<file path="src/rtl/s2p_pkg.sv">
// Shared types and sizing helpers for the LSB-first serial-to-parallel frame path.
package s2p_pkg;

    typedef enum logic [0:0] {S_IDLE, S_SHIFT} s2p_state_t;

    // A disabled timeout (0) still needs a 1-bit counter to keep the vector legal.
    function automatic int idleCntWidth(input int timeoutCyc);
        return (timeoutCyc < 1) ? 1 : $clog2(timeoutCyc + 1);
    endfunction

endpackage

</file>
<file path="src/rtl/s2p_bit_cnt.sv">
// Bit position counter within a word: synchronous clear, enable, terminal flag at BitLen-1.
// Wraps to 0 when enabled at the terminal count, so words can run back-to-back.
module s2p_bit_cnt #(
    parameter int BitLen = 8
) (
    input  logic                      Clk,
    input  logic                      RstB,
    input  logic                      Clr,
    input  logic                      En,
    output logic [$clog2(BitLen)-1:0] Cnt,
    output logic                      Term
);

    localparam int CntW = $clog2(BitLen);
    localparam logic [CntW-1:0] LastCnt = CntW'(BitLen - 1);

    assign Term = (Cnt == LastCnt);

    always_ff @(posedge Clk) begin
        if (!RstB || Clr) begin
            Cnt <= '0;
        end else if (En) begin
            Cnt <= Term ? '0 : Cnt + CntW'(1);
        end
    end

endmodule

</file>
<file path="src/rtl/s2p_frame_ctrl.sv">
// Frame sequencer + one-word output buffer for the serial-to-parallel path; word valid the cycle after its last bit.
// Output is valid/ready: a completed word arriving while the held word is unconsumed is dropped and flagged as Overrun.
module s2p_frame_ctrl
    import s2p_pkg::*;
#(
    parameter int BitLen     = 8,
    parameter int TimeoutCyc = 16
) (
    input  logic              Clk,
    input  logic              RstB,
    input  logic              FrameStart,
    input  logic              FrameStop,
    input  logic              SerDataIn,
    input  logic              SerDataEn,
    output logic [BitLen-1:0] ParDataOut,
    output logic              ParValid,
    input  logic              ParReady,
    output logic              Busy,
    output logic              Overrun,
    output logic              TimeoutErr,
    output logic              PartialDrop
);

    localparam int CntW  = $clog2(BitLen);
    localparam int IdleW = idleCntWidth(TimeoutCyc);
    localparam logic [IdleW-1:0] IdleLast = IdleW'((TimeoutCyc > 0) ? TimeoutCyc - 1 : 0);

    s2p_state_t        state;
    logic [BitLen-1:0] sh;
    logic [BitLen-1:0] nextWord;
    logic [IdleW-1:0]  idleCnt;
    logic [CntW-1:0]   bitCnt;
    logic              bitTerm;
    logic              inShift;
    logic              cntNz;
    logic              restart;
    logic              stopHit;
    logic              shiftEn;
    logic              wordDone;
    logic              idleInc;
    logic              timeoutHit;

    // FrameStart outranks FrameStop, which outranks a data bit in the same cycle.
    assign inShift    = (state == S_SHIFT);
    assign cntNz      = (bitCnt != '0);
    assign restart    = inShift && FrameStart;
    assign stopHit    = inShift && !FrameStart && FrameStop;
    assign shiftEn    = inShift && !FrameStart && !FrameStop && SerDataEn;
    assign wordDone   = shiftEn && bitTerm;
    assign nextWord   = {SerDataIn, sh[BitLen-1:1]};
    assign idleInc    = inShift && !FrameStart && !FrameStop && !SerDataEn && cntNz;
    assign timeoutHit = (TimeoutCyc != 0) && idleInc && (idleCnt == IdleLast);
    assign Busy       = inShift;

    s2p_bit_cnt #(.BitLen(BitLen)) u_bit_cnt (
        .Clk  (Clk),
        .RstB (RstB),
        .Clr  (FrameStart || stopHit || timeoutHit),
        .En   (shiftEn),
        .Cnt  (bitCnt),
        .Term (bitTerm)
    );

    always_ff @(posedge Clk) begin
        if (!RstB) begin
            state <= S_IDLE;
        end else if (FrameStart) begin
            state <= S_SHIFT;
        end else if (stopHit || timeoutHit) begin
            state <= S_IDLE;
        end
    end

    always_ff @(posedge Clk) begin
        if (!RstB || FrameStart) begin
            sh <= '0;
        end else if (shiftEn) begin
            sh <= nextWord;
        end
    end

    // Only counts mid-word silence; the gap between complete words never ages.
    always_ff @(posedge Clk) begin
        if (!RstB || !idleInc || timeoutHit) begin
            idleCnt <= '0;
        end else begin
            idleCnt <= idleCnt + IdleW'(1);
        end
    end

    // The held word is independent of frame state and only dies on reset or acceptance.
    always_ff @(posedge Clk) begin
        if (!RstB) begin
            ParDataOut <= '0;
            ParValid   <= 1'b0;
        end else if (wordDone && (!ParValid || ParReady)) begin
            ParDataOut <= nextWord;
            ParValid   <= 1'b1;
        end else if (ParValid && ParReady) begin
            ParValid   <= 1'b0;
        end
    end

    always_ff @(posedge Clk) begin
        if (!RstB) begin
            Overrun     <= 1'b0;
            TimeoutErr  <= 1'b0;
            PartialDrop <= 1'b0;
        end else begin
            Overrun     <= wordDone && ParValid && !ParReady;
            TimeoutErr  <= timeoutHit;
            PartialDrop <= (restart || stopHit) && cntNz;
        end
    end

endmodule

</file>
<file path="config.mk">
export PLATFORM = sky130hd
export DESIGN_NAME = s2p_frame_ctrl
export DESIGN_NICKNAME = d
export VERILOG_FILES = /design/src/rtl/s2p_pkg.sv /design/src/rtl/s2p_bit_cnt.sv /design/src/rtl/s2p_frame_ctrl.sv
export SDC_FILE = /design/constraint.sdc
export NUM_CORES = 1
export LEC_CHECK = 0
export ABC_AREA = 1
export CAP_MARGIN = 20
export CORE_ASPECT_RATIO = 2
export CORE_MARGIN = 2
export CORE_UTILIZATION = 30
export CTS_BUF_LIST = sky130_fd_sc_hd__clkbuf_8
export DETAILED_ROUTE_END_ITERATION = 7
export HOLD_SLACK_MARGIN = 0.15
export PLACE_DENSITY_LB_ADDON = 0.15
export RECOVER_POWER = 50
export SYNTH_ARGS = -nofsm -noshare
export SYNTH_HDL_FRONTEND = slang
export SYNTH_SLANG_ARGS = --single-unit
</file>
<file path="constraint.sdc">
create_clock -name Clk -period 2.2 [get_ports Clk]
set_clock_uncertainty 0.1 [all_clocks]
set_input_delay 0.22 -clock Clk [delete_from_list [all_inputs] [get_ports Clk]]
set_output_delay 0.22 -clock Clk [all_outputs]
set_load 0.05 [all_outputs]
</file>
==> results of run 1 <==
## sequential cells by signal, indices dropped and copies added, names as in the netlist
| register | count |
|---|---|
| u_bit_cnt.Cnt | 3 |
| Busy | 1 |
| PartialDrop | 1 |
| TimeoutErr | 1 |
| ParValid | 1 |
| idleCnt | 5 |
| Overrun | 1 |
| sh | 7 |
| ParDataOut | 8 |
## cells in the final DEF (no fill, tap or decap), types with 2 or more instances in the layout
cell type        instances
nand2_1                 21
ha_1                     5
nor2_1                  27
clkbuf_8                 3
a21oi_1                 11
dfxtp_1                 28
clkdlybuf4s50_1         18
inv_1                   20
nand3_1                 11
o21ai_0                  8
inv_2                    2
## worst max-delay path by stage
stage	startpoint	endpoint	slack [ns]	cells past startpoint
final	Busy$_SDFFE_PN0P_	Busy	0.32	1
after global routing	Busy$_SDFFE_PN0P_	Busy	0.23	1
after CTS	Busy$_SDFFE_PN0P_	Busy	0.29	1
after detailed placement	FrameStart	ParDataOut[7]$_SDFFE_PN0P_	0.41	6
after global placement	FrameStart	ParDataOut[4]$_SDFFE_PN0P_	0.44	6
after floorplan	Busy$_SDFFE_PN0P_	sh[4]$_SDFFE_PP0P_	0.70	4
## kinds of logic after synthesis
kind of cell             after synthesis  share of synthesized area (%)
AO/OA/AOI/OAI                         21                           9.62
XOR/XNOR                               2                           1.53
adder cells (fa/ha/maj)                5                           5.46
buffers and inverters                 24                           8.09
flip-flops                            28                           49.0
AND/OR/NAND/NOR                       64                           26.3
## metal layers
metal	track usage [%]	wire length [µm]	vias up
met5	0	0	-
met4	6.76	58	0
met2	18.7	1140	21
li1	-	-	491
met1	12.4	850	410
met3	2.39	89	5
## final cells by class
| type | count | area, µm² |
|---|---|---|
| Timing Repair Buffer | 19 | 190 |
| Multi-Input combinational cell | 92 | 484 |
| Sequential cell | 28 | 561 |
| Tap cell | 49 | 61.3 |
| Clock buffer | 3 | 41.3 |
| Inverter | 22 | 82.6 |
| Fill cell | 400 | 2230 |
## per-stage QoR
stage | instances | cell area [µm²] | util (%) | worst slack (ns)
6_report | 213 | 1420 | 38.9 | 0.319
3_5_place_dp | 210 | 1390 | 38.0 | 0.412
2_1_floorplan | 144 | 1140 | - | 0.699
4_1_cts | 213 | 1430 | 39.2 | 0.294
5_1_grt | 213 | 1420 | 38.9 | 0.232
3_3_place_gp | 210 | 1390 | 38.0 | 0.445
## power groups by stage
stage	Combinational [mW]	Sequential, mW	Clock (mW)
CTS	0.0442	0.511	0.281
detailed placement	0.0439	0.523	0
global route	0.0474	0.512	0.301
floorplan	0.0205	0.527	0
finish	0.0427	0.511	0.267
global placement	0.0436	0.523	0
==> impl_metrics.py, run 1 <==
metrics = {
    "synth": {
        "ys.flop_type": "dfxtp_1",
        "synth_area_um2": 1140,
        "synth_cell_types": 20,
        "ys_warn_count": 0,
        "yosys.cell_count.top_type": "dfxtp_1",
        "ys_async_sr_fraction_pct": 0,
        "synth.top_cells.by_area": "dfxtp_1 49%, nor2_1 8.5%, nand2_1 6.9%",
        "yosys_register_bits": 28,
        "synth_edf_count": 0,
        "avgSynthCellArea_um2": 7.95,
        "synth.net_count": 156,
        "synth.top_cell.area_share_pct": 49.0,
        "yosysTopAreaCell": "dfxtp_1",
        "synthTopCellsByCount": "28 x dfxtp_1, 26 x nor2_1, 21 x nand2_1, 20 x inv_1",
        "netlist_instances": 144,
        "synth_seq_area_share_pct": 49.0,
    },
    "run": {
        "drv_cap": 0,
    },
    "placed_design": {
        "gp_congestion": 0.795,
        "place.port_buffers": 19,
        "dp.final_hpwl_mm": 1.70,
    },
    "worst_setup_path": {
        "r2r_end": "ParDataOut[5]$_SDFFE_PN0P_",
        "path_cells": "clkdlybuf4s50_1",
        "cp-end-kind": "primary output",
        "reg2regPathDepth": 7,
        "critical_path_buf_inv_count": 1,
        "max_stage_delay_ns": 0.85,
        "worstSetupStartpointType": "flip-flop",
        "worstSetupPathType": "reg2out",
        "cp_slowest_cell": "clkdlybuf4s50_1",
        "critical_path_arrival_ns": 1.56,
        "r2r_slack_ns": 0.51,
        "crit_required_ns": 1.88,
        "crit_family": "buffers and inverters",
        "crit_fanout": 5,
        "rr_startpoint": "u_bit_cnt.Cnt[0]$_SDFFE_PP0P_",
    },
    "clock_network": {
        "cts_resized": 0,
        "clk_pin_slew_worst_paths_ns": 0.08,
        "cts_made_buffers": 3,
        "clockBufferDepth": 2,
        "postCtsSetupRepairBufs": 0,
        "cts_num_sinks": 28,
        "clk-insertion-delay-late_ns": 0.27,
        "hold_buffers": 0,
        "h-tree-depth": 1,
        "tritoncts": "done",
        "ctsRootBufferMaster": "clkbuf_8",
    },
    "detailed_routing": {
        "routed-via-count": 927,
        "wl_per_cell_um": 10.0,
        "first_pass_iters": 6,
        "drc_errors": 0,
        "final_antenna_net_count": 0,
        "drt-initial-drc-count": 11,
        "via_per_inst": 4.35,
        "wl_mm": 2.13,
    },
    "timing": {
        "fin_crit_sh_pct": 85.5,
        "setup_viol": 0,
        "tightest_slew_ns": 0.507,
        "slew_headroom_pct": 66.1,
        "hold_viol_final": 0,
        "maxSlewViolCount": 0,
        "max_freq_mhz": 532,
        "period_minus_slack_ns": 1.88,
        "fin_hold_ws_ns": 0.353,
        "final.setup.tns_ns": 0,
        "grt_setup_unrepaired": "no",
    },
    "global_route": {
        "first_global_vias": 915,
        "antenna_found_initial": 0,
        "grt_max_degree": 18,
        "grt_usage_pct": 11.4,
        "grt_pass1_wl_mm": 3.72,
        "gr-total-overflow": 0,
    },
    "power": {
        "p_int_uw": 649,
        "total_power_uw": 821,
        "peakVddDrop_uv": 365,
        "p_sw_uw": 171,
        "power.density_nw_per_um2": 578,
        "combPwrFrac_pct": 5.2,
        "seqPwrFrac_pct": 62.3,
        "pwr-share-clk_pct": 32.5,
        "p_leak_nw": 0.524,
        "p_sw_share_pct": 20.9,
    },
    "die": {
        "start_util_pct": 31.4,
        "core_area_um2": 3650,
        "dieArea_um2": 4360,
        "die_x_um": 47.7,
        "ios": 20,
        "rows": 31,
        "die_y_um": 91.4,
    },
    "worst_hold_path": {
        "worstHoldEndpoint": "idleCnt[0]$_SDFF_PP0_",
        "min_path_cells": 1,
        "worstHoldPathType": "reg2reg",
        "holdCritStartpoint": "idleCnt[0]$_SDFF_PP0_",
    },
    "layout": {
        "area_growth_pct": 24.0,
        "nets": 178,
        "final_layout_size_suffix_gt1_share_pct": 4.88,
        "antenna_cells": 0,
    },
    "outcome": {
        "outcome": "finished clean",
    },
}
Power figures use the tool's default switching activity.
==> inputs of run 2 (changes only) <==
Settings changed: RECOVER_POWER 50 to unset.
==> run 2 against run 1 <==
Compared with the run above:
- wire length is essentially flat
- critical path depth is the same
- combinational power up 2%
- via count is 0.11% higher
==> impl_metrics.py, run 2 (synthesis results as in run 1) <==
metrics = {
    "worst_hold_path": {
        "worstHoldEndpoint": "idleCnt[0]$_SDFF_PP0_",
        "min_path_cells": 1,
        "holdCritStartpoint": "idleCnt[0]$_SDFF_PP0_",
        "worstHoldPathType": "reg2reg",
    },
    "layout": {
        "final_cell_mix": "28 x dfxtp_1, 26 x nor2_1, 21 x nand2_1, 20 x inv_1, 19 x clkdlybuf4s50_1",
        "layout_commonest_cell": "dfxtp_1",
        "seqCellArea_um2": 561,
        "regMostFlops": "ParDataOut",
        "largest_register_ffs": 8,
        "reg.largest.list": "ParDataOut: 8 flops, sh: 7 flops, idleCnt: 5 flops",
        "multiInputGateArea_um2": 492,
        "finish.utilization_pct": 39.2,
        "design_area_um2": 1430,
        "nets": 178,
        "antenna_cells": 0,
        "final_layout_size_suffix_gt1_share_pct": 5.49,
        "fill_cells": 398,
        "area_growth_pct": 24.7,
    },
    "timing": {
        "maxSlewViolCount": 0,
        "final.setup.tns_ns": 0,
        "max_freq_mhz": 531,
        "fin_crit_sh_pct": 85.5,
        "slew_headroom_pct": 66.7,
        "grt_setup_unrepaired": "no",
        "tightest_slew_ns": 0.498,
        "period_minus_slack_ns": 1.88,
        "setup_viol": 0,
        "hold_viol_final": 0,
    },
    "placed_design": {
        "dp.final_hpwl_mm": 1.70,
        "gp_congestion": 0.795,
        "place.port_buffers": 19,
        "placed_cell_area_um2": 1390,
    },
    "worst_setup_path": {
        "crit_fanout": 5,
        "rr_startpoint": "u_bit_cnt.Cnt[0]$_SDFFE_PP0P_",
        "worstSetupStartpointType": "flip-flop",
        "r2r_end": "ParDataOut[7]$_SDFFE_PN0P_",
        "path_cells": "clkdlybuf4s50_1",
        "critical_path_buf_inv_count": 1,
        "crit_required_ns": 1.88,
        "crit_family": "buffers and inverters",
        "reg2regPathDepth": 6,
        "critical_path_arrival_ns": 1.56,
        "cp-end-kind": "primary output",
        "cp_slowest_cell": "clkdlybuf4s50_1",
        "max_stage_delay_ns": 0.85,
        "worstSetupPathType": "reg2out",
        "r2r_slack_ns": 0.70,
    },
    "die": {
        "ios": 20,
        "die_y_um": 91.4,
        "core_area_um2": 3650,
        "rows": 31,
        "die_x_um": 47.7,
        "dieArea_um2": 4360,
        "start_util_pct": 31.4,
    },
    "global_route": {
        "grt_max_degree": 18,
        "gr-total-overflow": 0,
        "antenna_found_initial": 0,
        "first_global_vias": 915,
        "grt_usage_pct": 11.4,
        "grt_pass1_wl_mm": 3.72,
    },
    "clock_network": {
        "cts_made_buffers": 3,
        "clockBufferDepth": 2,
        "tritoncts": "done",
        "cts_resized": 0,
        "cts_num_sinks": 28,
        "h-tree-depth": 1,
        "hold_buffers": 0,
        "ctsRootBufferMaster": "clkbuf_8",
        "clk-insertion-delay-late_ns": 0.27,
        "postCtsSetupRepairBufs": 0,
        "clk_pin_slew_worst_paths_ns": 0.08,
    },
    "power": {
        "p_int_uw": 650,
        "seqPwrFrac_pct": 62.2,
        "p_leak_nw": 0.524,
        "p_sw_uw": 172,
        "p_sw_share_pct": 21.0,
        "peakVddDrop_uv": 367,
        "total_power_uw": 822,
        "combPwrFrac_pct": 5.3,
        "power.density_nw_per_um2": 576,
        "pwr-share-clk_pct": 32.5,
    },
    "detailed_routing": {
        "wl_mm": 2.14,
        "drc_errors": 0,
        "wl_per_cell_um": 10.0,
        "routed-via-count": 928,
        "first_pass_iters": 3,
        "drt-initial-drc-count": 13,
        "via_per_inst": 4.36,
        "final_antenna_net_count": 0,
    },
    "run": {
        "drv_cap": 0,
    },
    "outcome": {
        "outcome": "finished clean",
    },
}
run 2: layout make-up:
type | instances | share of cell area, %
Multi-Input combinational cell | 92 | 34.4
Tap cell | 49 | 4.29
Inverter | 22 | 5.78
Clock buffer | 3 | 2.89
Timing Repair Buffer | 19 | 13.3
Sequential cell | 28 | 39.3
run 2: worst max path at each step:
stage / start / to / slack, ns / depth (start not counted)
floorplan: Busy$_SDFFE_PN0P_ / sh[4]$_SDFFE_PP0P_ / 0.70 / 4
global placement: FrameStart / ParDataOut[4]$_SDFFE_PN0P_ / 0.44 / 6
detailed placement: FrameStart / ParDataOut[7]$_SDFFE_PN0P_ / 0.41 / 6
CTS: Busy$_SDFFE_PN0P_ / Busy / 0.29 / 1
global route: Busy$_SDFFE_PN0P_ / Busy / 0.23 / 1
finish: Busy$_SDFFE_PN0P_ / Busy / 0.32 / 1
run 2: through the flow:
step           hold slack (ns)  setup WS (ns)  instances
2_1_floorplan            0.266          0.699        144
3_3_place_gp             0.329          0.445        210
3_5_place_dp             0.341          0.412        210
4_1_cts                  0.358          0.294        213
5_1_grt                  0.372          0.232        213
6_report                 0.353          0.318        213
run 2: per-layer routing:
metal	up-vias	part of all wire [%]	GRT usage [%]
li1	492	-	-
met1	410	40	12.4
met2	21	53	18.7
met3	5	4.2	2.39
met4	0	2.7	6.76
met5	-	0	0
run 2: power by group through the flow:
| stage | logic (mW) | registers (mW) | clock network [mW] |
|---|---|---|---|
| after floorplan | 0.0205 | 0.527 | 0 |
| after CTS | 0.0442 | 0.511 | 0.281 |
| after detailed placement | 0.0439 | 0.523 | 0 |
| after global placement | 0.0436 | 0.523 | 0 |
| final | 0.0437 | 0.511 | 0.267 |
| after global routing | 0.0484 | 0.512 | 0.301 |
==> inputs of run 3 (changes only) <==
Clock period 2.2 ns to 2.3 ns, I/O delays scaled along.
==> run 3 against run 2 <==
Compared with the run above:
- core utilization stayed put
- cell count did not move
- combinational power decreased by 4%
- via count is 0.32% higher
- die area is the same
- clock power is 2% lower
- worst hold slack better by 0.0046 ns
- cell area unchanged
- sequential share of layout area unchanged
- wire length is 1.6% higher
- critical path depth is the same
==> impl_metrics.py, run 3 (synthesis results as in run 1) <==
metrics = {
    "detailed_routing": {
        "wl_mm": 2.17,
        "final_antenna_net_count": 0,
        "first_pass_iters": 6,
        "drt-initial-drc-count": 18,
        "routed-via-count": 931,
        "wl_per_cell_um": 10.2,
        "drc_errors": 0,
        "via_per_inst": 4.37,
    },
    "worst_setup_path": {
        "crit_fanout": 5,
        "crit_required_ns": 1.97,
        "setup.worst_path.start": "Busy$_SDFFE_PN0P_",
        "critical_path_arrival_ns": 1.59,
        "rr_startpoint": "u_bit_cnt.Cnt[0]$_SDFFE_PP0P_",
        "cp_slowest_cell": "clkdlybuf4s50_1",
        "max_stage_delay_ns": 0.86,
        "reg2regPathDepth": 6,
        "critical_path_buf_inv_count": 1,
        "worstSetupStartpointType": "flip-flop",
        "path_cells": "clkdlybuf4s50_1",
        "worstSetupPathType": "reg2out",
        "critPathCapture": "Busy",
        "path_depth": 1,
        "r2r_end": "ParDataOut[7]$_SDFFE_PN0P_",
        "cp-end-kind": "primary output",
        "r2r_slack_ns": 0.80,
        "crit_family": "buffers and inverters",
    },
    "layout": {
        "regMostFlops": "ParDataOut",
        "nets": 178,
        "antenna_cells": 0,
        "design_area_um2": 1430,
        "reg.largest.list": "ParDataOut: 8 flops, sh: 7 flops, idleCnt: 5 flops",
        "layout_commonest_cell": "dfxtp_1",
        "finish.utilization_pct": 39.2,
        "largest_register_ffs": 8,
        "area_growth_pct": 24.7,
        "final_cell_mix": "28 x dfxtp_1, 26 x nor2_1, 21 x nand2_1, 20 x inv_1, 19 x clkdlybuf4s50_1",
        "final_layout_size_suffix_gt1_share_pct": 5.49,
    },
    "clock_network": {
        "postCtsSetupRepairBufs": 0,
        "cts_num_sinks": 28,
        "clk-insertion-delay-late_ns": 0.27,
        "cts_resized": 0,
        "clockBufferDepth": 2,
        "cts_made_buffers": 3,
        "ctsRootBufferMaster": "clkbuf_8",
        "tritoncts": "done",
        "clk_pin_slew_worst_paths_ns": 0.09,
        "h-tree-depth": 1,
        "hold_buffers": 0,
    },
    "power": {
        "total_power_uw": 794,
        "peakVddDrop_uv": 421,
        "p_leak_nw": 0.524,
        "power.density_nw_per_um2": 556,
    },
    "timing": {
        "hold_viol_final": 0,
        "period_minus_slack_ns": 1.92,
        "tightest_slew_ns": 0.508,
        "setup_viol": 0,
        "maxSlewViolCount": 0,
        "slew_headroom_pct": 66.1,
        "max_freq_mhz": 520,
        "final.setup.tns_ns": 0,
        "fin_crit_sh_pct": 83.6,
        "grt_setup_unrepaired": "no",
    },
    "global_route": {
        "grt_usage_pct": 11.0,
        "grt_pass1_wl_mm": 3.55,
        "gr-total-overflow": 0,
        "first_global_vias": 845,
        "grt_max_degree": 18,
        "antenna_found_initial": 0,
    },
    "run": {
        "drv_cap": 0,
    },
    "worst_hold_path": {
        "worstHoldPathType": "reg2reg",
    },
    "die": {
        "ios": 20,
        "dieArea_um2": 4360,
        "start_util_pct": 31.4,
        "core_area_um2": 3650,
        "die_x_um": 47.7,
        "rows": 31,
        "die_y_um": 91.4,
    },
    "placed_design": {
        "place.port_buffers": 19,
        "placed_cell_area_um2": 1390,
        "gp_congestion": 0.794,
        "dp.final_hpwl_mm": 1.71,
    },
    "outcome": {
        "outcome": "finished clean",
    },
}
[run 3: worst min path at each step]
stage | depth (start not counted) | from | slack (ns) | end
after global placement | 1 | idleCnt[0]$_SDFF_PP0_ | 0.33 | idleCnt[0]$_SDFF_PP0_
after CTS | 1 | idleCnt[0]$_SDFF_PP0_ | 0.36 | idleCnt[0]$_SDFF_PP0_
after global routing | 1 | idleCnt[0]$_SDFF_PP0_ | 0.37 | idleCnt[0]$_SDFF_PP0_
after floorplan | 2 | RstB | 0.28 | Busy$_SDFFE_PN0P_
final | 1 | idleCnt[0]$_SDFF_PP0_ | 0.36 | idleCnt[0]$_SDFF_PP0_
after detailed placement | 1 | idleCnt[0]$_SDFF_PP0_ | 0.35 | idleCnt[0]$_SDFF_PP0_
[run 3: cell type report]
type / count / area, µm²
Fill cell: 405 / 2220
Sequential cell: 28 / 561
Multi-Input combinational cell: 92 / 492
Timing Repair Buffer: 19 / 190
Inverter: 22 / 82.6
Tap cell: 49 / 61.3
Clock buffer: 3 / 41.3
[run 3: metal layers]
| layer | wire length, µm | part of all wire, % | vias up | GRT usage [%] |
|---|---|---|---|---|
| met5 | 0 | 0 | - | 0 |
| met2 | 1140 | 53 | 26 | 17.9 |
| met3 | 90 | 4.1 | 4 | 2.19 |
| li1 | - | - | 492 | - |
| met1 | 896 | 41 | 409 | 12.1 |
| met4 | 40 | 1.8 | 0 | 6.76 |
[run 3: power by group]
group	internal (mW)	switching, mW	total (mW)
registers	0.487	0.00267	0.489
clock network	0.118	0.145	0.262
logic	0.0177	0.0244	0.0421
[run 3: stage by stage]
stage          worst slack (ns)  hold WS (ns)  instances
2_1_floorplan             0.799         0.276        144
3_3_place_gp              0.535         0.329        210
3_5_place_dp              0.502         0.347        210
4_1_cts                   0.383         0.361        213
5_1_grt                   0.330         0.369        213
6_report                  0.377         0.358        213
